## config.mk

```make
export PLATFORM = sky130hd
export DESIGN_NAME = ibex_xif_responder
export DESIGN_NICKNAME = d
export VERILOG_FILES = /design/src/rtl/ibex_xif_responder.sv
export SDC_FILE = /design/constraint.sdc
export NUM_CORES = 2
export LEC_CHECK = 0
export ABC_CLOCK_PERIOD_IN_PS = 8050
export BUFFER_PORTS_ARGS = -buffer_cell sky130_fd_sc_hd__buf_2
export CORE_MARGIN = 4
export CORE_UTILIZATION = 60
export DETAILED_ROUTE_END_ITERATION = 16
export PLACE_DENSITY_LB_ADDON = 0.25
export SLEW_MARGIN = 5
export SYNTH_ARGS = -nofsm -noshare
export SYNTH_HDL_FRONTEND = slang
export SYNTH_SLANG_ARGS = --single-unit
```

## constraint.sdc

```tcl
create_clock -name clk_i -period 8.05 [get_ports clk_i]
set_input_delay 0.805 -clock clk_i [delete_from_list [all_inputs] [get_ports clk_i]]
set_output_delay 0.805 -clock clk_i [all_outputs]
set_load 0.01 [all_outputs]
```

## src/rtl/ibex_xif_responder.sv

```systemverilog
// Far end of the core's custom register side-channel: queues write pulses and
// returns a per-address running sum on the core's input channel.
module ibex_xif_responder #(
  parameter int FifoDepth    = 4,
  parameter int RespLatency  = 2,
  parameter int DropCntWidth = 16
) (
  input  logic                           clk_i,
  input  logic                           rst_ni,
  input  logic                           wr_valid_i,
  input  logic [4:0]                     wr_addr_i,
  input  logic [31:0]                    wr_data_i,
  output logic                           rsp_valid_o,
  output logic [4:0]                     rsp_addr_o,
  output logic [31:0]                    rsp_data_o,
  input  logic                           clear_i,
  output logic                           busy_o,
  output logic [$clog2(FifoDepth):0]     fifo_level_o,
  output logic                           overflow_o,
  output logic [DropCntWidth-1:0]        drop_cnt_o
);

  // state  | meaning
  // S_IDLE | waiting for a queued write; pops the FIFO head when one exists
  // S_WAIT | latency countdown for the popped write
  // S_RESP | response pulse on the outputs; shadow already holds the new sum

  localparam int PtrW = (FifoDepth > 1) ? $clog2(FifoDepth) : 1;
  localparam int LvlW = $clog2(FifoDepth) + 1;
  localparam int CntW = (RespLatency > 2) ? $clog2(RespLatency - 1) : 1;
  localparam logic [CntW-1:0] CntLoad = (RespLatency >= 2) ? CntW'(RespLatency - 2) : '0;

  typedef enum logic [1:0] {S_IDLE, S_WAIT, S_RESP} state_t;

  state_t                r_state;
  logic [CntW-1:0]       r_cnt;
  logic [4:0]            r_addr;
  logic [31:0]           r_data;
  logic [31:0]           r_shadow [32];
  logic                  r_rsp_valid;
  logic [4:0]            r_rsp_addr;
  logic [31:0]           r_rsp_data;

  logic [36:0]           r_mem [FifoDepth];
  logic [PtrW-1:0]       r_wr_ptr;
  logic [PtrW-1:0]       r_rd_ptr;
  logic [LvlW-1:0]       r_level;

  logic                  r_overflow;
  logic [DropCntWidth-1:0] r_drop_cnt;

  logic                  w_full;
  logic                  w_pop;
  logic                  w_push;
  logic                  w_drop;
  logic [36:0]           w_head;
  logic [4:0]            w_src_addr;
  logic [31:0]           w_src_data;
  logic [31:0]           w_result;
  logic                  w_enter_resp;

  assign w_full = (r_level == LvlW'(FifoDepth));
  assign w_pop  = (r_state == S_IDLE) && (r_level != '0);
  // A full FIFO still accepts a write in the cycle its head is popped.
  assign w_push = wr_valid_i && (!w_full || w_pop);
  assign w_drop = wr_valid_i && !w_push;
  assign w_head = r_mem[r_rd_ptr];

  // With a one-cycle latency the response is built straight from the FIFO head.
  assign w_src_addr   = (r_state == S_IDLE) ? w_head[36:32] : r_addr;
  assign w_src_data   = (r_state == S_IDLE) ? w_head[31:0]  : r_data;
  assign w_result     = (w_src_addr == 5'd0) ? w_src_data : (r_shadow[w_src_addr] + w_src_data);
  assign w_enter_resp = ((r_state == S_WAIT) && (r_cnt == '0)) ||
                        ((RespLatency == 1) && w_pop);

  always_ff @(posedge clk_i) begin
    if (w_push) begin
      r_mem[r_wr_ptr] <= {wr_addr_i, wr_data_i};
    end
  end

  always_ff @(posedge clk_i or negedge rst_ni) begin
    if (!rst_ni) begin
      r_wr_ptr <= '0;
      r_rd_ptr <= '0;
      r_level  <= '0;
    end else begin
      if (w_push) r_wr_ptr <= r_wr_ptr + PtrW'(1);
      if (w_pop)  r_rd_ptr <= r_rd_ptr + PtrW'(1);
      case ({w_push, w_pop})
        2'b10:   r_level <= r_level + LvlW'(1);
        2'b01:   r_level <= r_level - LvlW'(1);
        default: r_level <= r_level;
      endcase
    end
  end

  always_ff @(posedge clk_i or negedge rst_ni) begin
    if (!rst_ni) begin
      r_state     <= S_IDLE;
      r_cnt       <= '0;
      r_addr      <= '0;
      r_data      <= '0;
      r_rsp_valid <= 1'b0;
      r_rsp_addr  <= '0;
      r_rsp_data  <= '0;
      for (int i = 0; i < 32; i++) begin
        r_shadow[i] <= '0;
      end
    end else begin
      r_rsp_valid <= 1'b0;
      r_rsp_addr  <= '0;
      r_rsp_data  <= '0;
      case (r_state)
        S_IDLE: begin
          if (w_pop) begin
            r_addr <= w_head[36:32];
            r_data <= w_head[31:0];
            if (RespLatency == 1) begin
              r_state <= S_RESP;
            end else begin
              r_cnt   <= CntLoad;
              r_state <= S_WAIT;
            end
          end
        end
        S_WAIT: begin
          if (r_cnt == '0) r_state <= S_RESP;
          else             r_cnt   <= r_cnt - CntW'(1);
        end
        S_RESP:  r_state <= S_IDLE;
        default: r_state <= S_IDLE;
      endcase
      // Outputs and shadow are loaded on the edge into S_RESP; the next pop
      // cannot happen before S_IDLE, so later writes see the updated sum.
      if (w_enter_resp) begin
        r_rsp_valid <= 1'b1;
        r_rsp_addr  <= w_src_addr;
        r_rsp_data  <= w_result;
        if (w_src_addr != 5'd0) begin
          r_shadow[w_src_addr] <= w_result;
        end
      end
    end
  end

  always_ff @(posedge clk_i or negedge rst_ni) begin
    if (!rst_ni) begin
      r_overflow <= 1'b0;
      r_drop_cnt <= '0;
    end else if (w_drop) begin
      r_overflow <= 1'b1;
      if (clear_i)              r_drop_cnt <= DropCntWidth'(1);
      else if (r_drop_cnt != '1) r_drop_cnt <= r_drop_cnt + DropCntWidth'(1);
    end else if (clear_i) begin
      r_overflow <= 1'b0;
      r_drop_cnt <= '0;
    end
  end

  assign rsp_valid_o  = r_rsp_valid;
  assign rsp_addr_o   = r_rsp_addr;
  assign rsp_data_o   = r_rsp_data;
  assign busy_o       = (r_level != '0) || (r_state != S_IDLE);
  assign fifo_level_o = r_level;
  assign overflow_o   = r_overflow;
  assign drop_cnt_o   = r_drop_cnt;

endmodule

```

==> out/metrics.csv <==
metric,value,unit
pin count of the biggest net entering global routing,182,
Sink Count,1273,
Yosys reg bits,1273,
Placement Rows,112,
Worst-Skew Late Latency,0.75,ns
top cell family by delay on the critical path,compound AO/OA/AOI/OAI gates,
Post-synth EDFFs,148,
initial antenna violation count,2,
WP buf/inv,3,
fmax,140,MHz
share of layout cells above drive strength 1,9.12,%
post_cts resized,0,
Final min period,7.15,ns
routed wire length,168000,um
Critical Path Source Type,flip-flop,
post-synth cell types,60,
clock tree from TritonCTS,built,
Total GRT Usage,34.0,%
CTS Buffer Depth,3,
# port buffers,99,
Pre-Repair DR Iteration Count,6,
"Hold Vio Cnt, Final",0,
register area,0.0326,mm2
Filler Cell Count,7289,
worst rel slew slack,12.1,%
unrepaired setup endpoints after global routing,false,
Worst EP arrival,7.73,ns
Crit. End Element,flip-flop,
WP data required,8.62,ns
initial core utilization,60.6,%
Die Y-Extent,315,um
clk slew on worst S/H paths,0.06,ns
DRT antenna net count,0,
Max H-tree Level,4,
DRC violation count after routing,0,
Main synth FF type,dfrtp_1,
CP Max Fanout,107,
grt total ovfl,0,
Final Max Slew Viols,0,
Post-CTS Setup Inserts,0,
Die Wd,315,um
Post-Syn Nets,6363,
Iter 0 DRT Violations,6133,
Yosys Warn Count,0,
multi-input logic area,0.0219,mm2
total of max-cap violations,0,
most frequent cells in the layout,"2163 x nand2_1, 1124 x dfrtp_1, 874 x o21ai_0",
final setup fails,0,
IO Pins,100,
vias in the first global route,44100,
Tcrit/Tclk final,88.9,%
CTS buffer count,135,
Area Overhead vs Synth,10.3,%
Layout Skew,0.0403,ns
"FFs w/ async S/R, synth",88.4,%
HP Class,primary input to asynchronous set/reset pin,
sequential area share after synthesis,57.5,%
Worst Tran Pin Value,1.31,ns
first-pass GRT wire length,261000,um
max incr delay on CP,0.72,ns
Post-Route Setup TNS,0,ns
Cells after Synth,6284,
Worst path slowest cell,nor4_1,
CP cell instances,mux4_2 -> a21oi_4 -> buf_12 -> nand2_1 -> and3_1 -> a31oi_1 -> o22ai_1 -> nor4_1 -> ha_1 -> a211oi_1 -> o211ai_1 -> a21oi_1 -> o31ai_1 -> buf_4 -> a21oi_1 -> o211ai_1 -> mux2i_1 -> xor2_1 -> buf_4 -> o21ai_0,
"Cell Area, Synth",0.0567,mm2
drt wl/cell,22.6,um
HPWL after DPL,94700,um
"most common cell after layout, fill and taps aside",nand2_1,
GP Congestion,0.911,
area of the die,0.0994,mm2
Final nets,6148,
# hold bufs at CTS,0,
DR vias,46100,
status,finished clean,
Vias/cell,6.21,
Mean Syn Cell Area,9.02,um2
WS Path Type,flip-flop to flip-flop,
root buffer cell,clkbuf_16,
Core Region,0.0935,mm2
==> per-layer routing <==
| layer | up-vias | GRT usage [%] | wire, um |
|---|---|---|---|
| met5 | - | 0 | 13 |
| met4 | 2 | 13.6 | 6830 |
| met3 | 433 | 7.45 | 17700 |
| met2 | 2403 | 52.2 | 75500 |
| met1 | 22500 | 48.0 | 68100 |
| li1 | 20800 | - | - |
==> cell families (layout without fill, tap and decap cells) <==
group,Yosys count,count (layout),share of synthesized area (%)
xor+xnor,44,44,0.680
mux,64,64,2.00
fa+ha+maj,38,38,0.866
simple gates,2741,2741,19.9
other cells,0,3,0
compound gates,1521,1521,14.8
buf+inv,603,490,4.23
flops,1273,1273,57.5
==> stage by stage <==
stage | setup WS [ns] | std cells | utilization, % | instance area [um2] | hold WS, ns
final | 0.896 | 7428 | 66.9 | 62500 | 0.129
after global routing | 0.473 | 7425 | 66.9 | 62500 | 0.166
after CTS | 1.05 | 7425 | 66.9 | 62500 | 0.123
after detailed placement | 1.18 | 7186 | 62.0 | 58000 | 0.365
after global placement | 1.33 | 7186 | 62.0 | 58000 | 0.364
after floorplan | 2.31 | 6284 | - | 56700 | 0.429
==> Yosys cell counts, drive strengths merged, types with 5 or more instances <==
library cell     n  area [um2]
nand2         2164        8120
a21oi          127         647
clkbuf         458        1720
a21o            13        97.6
mux2i           23         234
xor2            24         210
o211ai           6        45.0
ha              36         450
and3           251        1580
nand4            8        50.1
nor2           184         691
a31oi          283        1770
inv             25        93.8
or2             20         125
mux4            39         878
dfrtp         1125       28200
and2            11        68.8
o22a             5        43.8
nand3           19        95.1
o22ai          126         788
or3             15        93.8
nor4            33         213
edfxtp         148        4440
a221oi           5        43.8
o31ai           33         248
xnor2           20         175
buf            120         581
nand2b          12        75.1
o21ai          896        4480
nor2b            5        31.3
nor3            13        87.6
o21bai           6        45.0
a32oi            6        52.6
==> flip-flops by register name, indices dropped and copies added (netlist names) <==
name	flops
drop_cnt_o	16
fifo_level_o	3
overflow_o	1
r_addr	5
r_data	32
r_mem	148
r_rd_ptr	2
r_shadow	1024
r_state	2
r_wr_ptr	2
rsp_addr_o	5
rsp_data_o	32
rsp_valid_o	1
==> area by class of cell <==
| cell class | count | area share, % |
|---|---|---|
| inverters | 25 | 0.150 |
| clock buffers | 184 | 6.24 |
| diodes | 3 | 0.0120 |
| multi-input cells | 4408 | 35.0 |
| flip-flops and latches | 1273 | 52.2 |
| repair buffers | 226 | 2.87 |
| clock inverters | 55 | 1.01 |
| well taps | 1254 | 2.51 |
==> worst paths after layout <==
check,slack (ns),cells past startpoint,endpoint,start
max in group asynchronous,6.10,3,r_shadow[360],rst_ni
setup reg to reg,0.90,20,r_shadow[575],r_rd_ptr[0]
setup / recovery,0.90,20,r_shadow[575],r_rd_ptr[0]
hold / removal,0.13,1,r_shadow[938],rst_ni
hold reg to reg,0.38,0,r_shadow[1021],r_shadow[1021]
min in group clk_i,0.27,1,r_mem[2][1],wr_data_i[1]
Power is not shown: default switching activity piles up to over one toggle a cycle in this logic, so the estimate is an artifact.
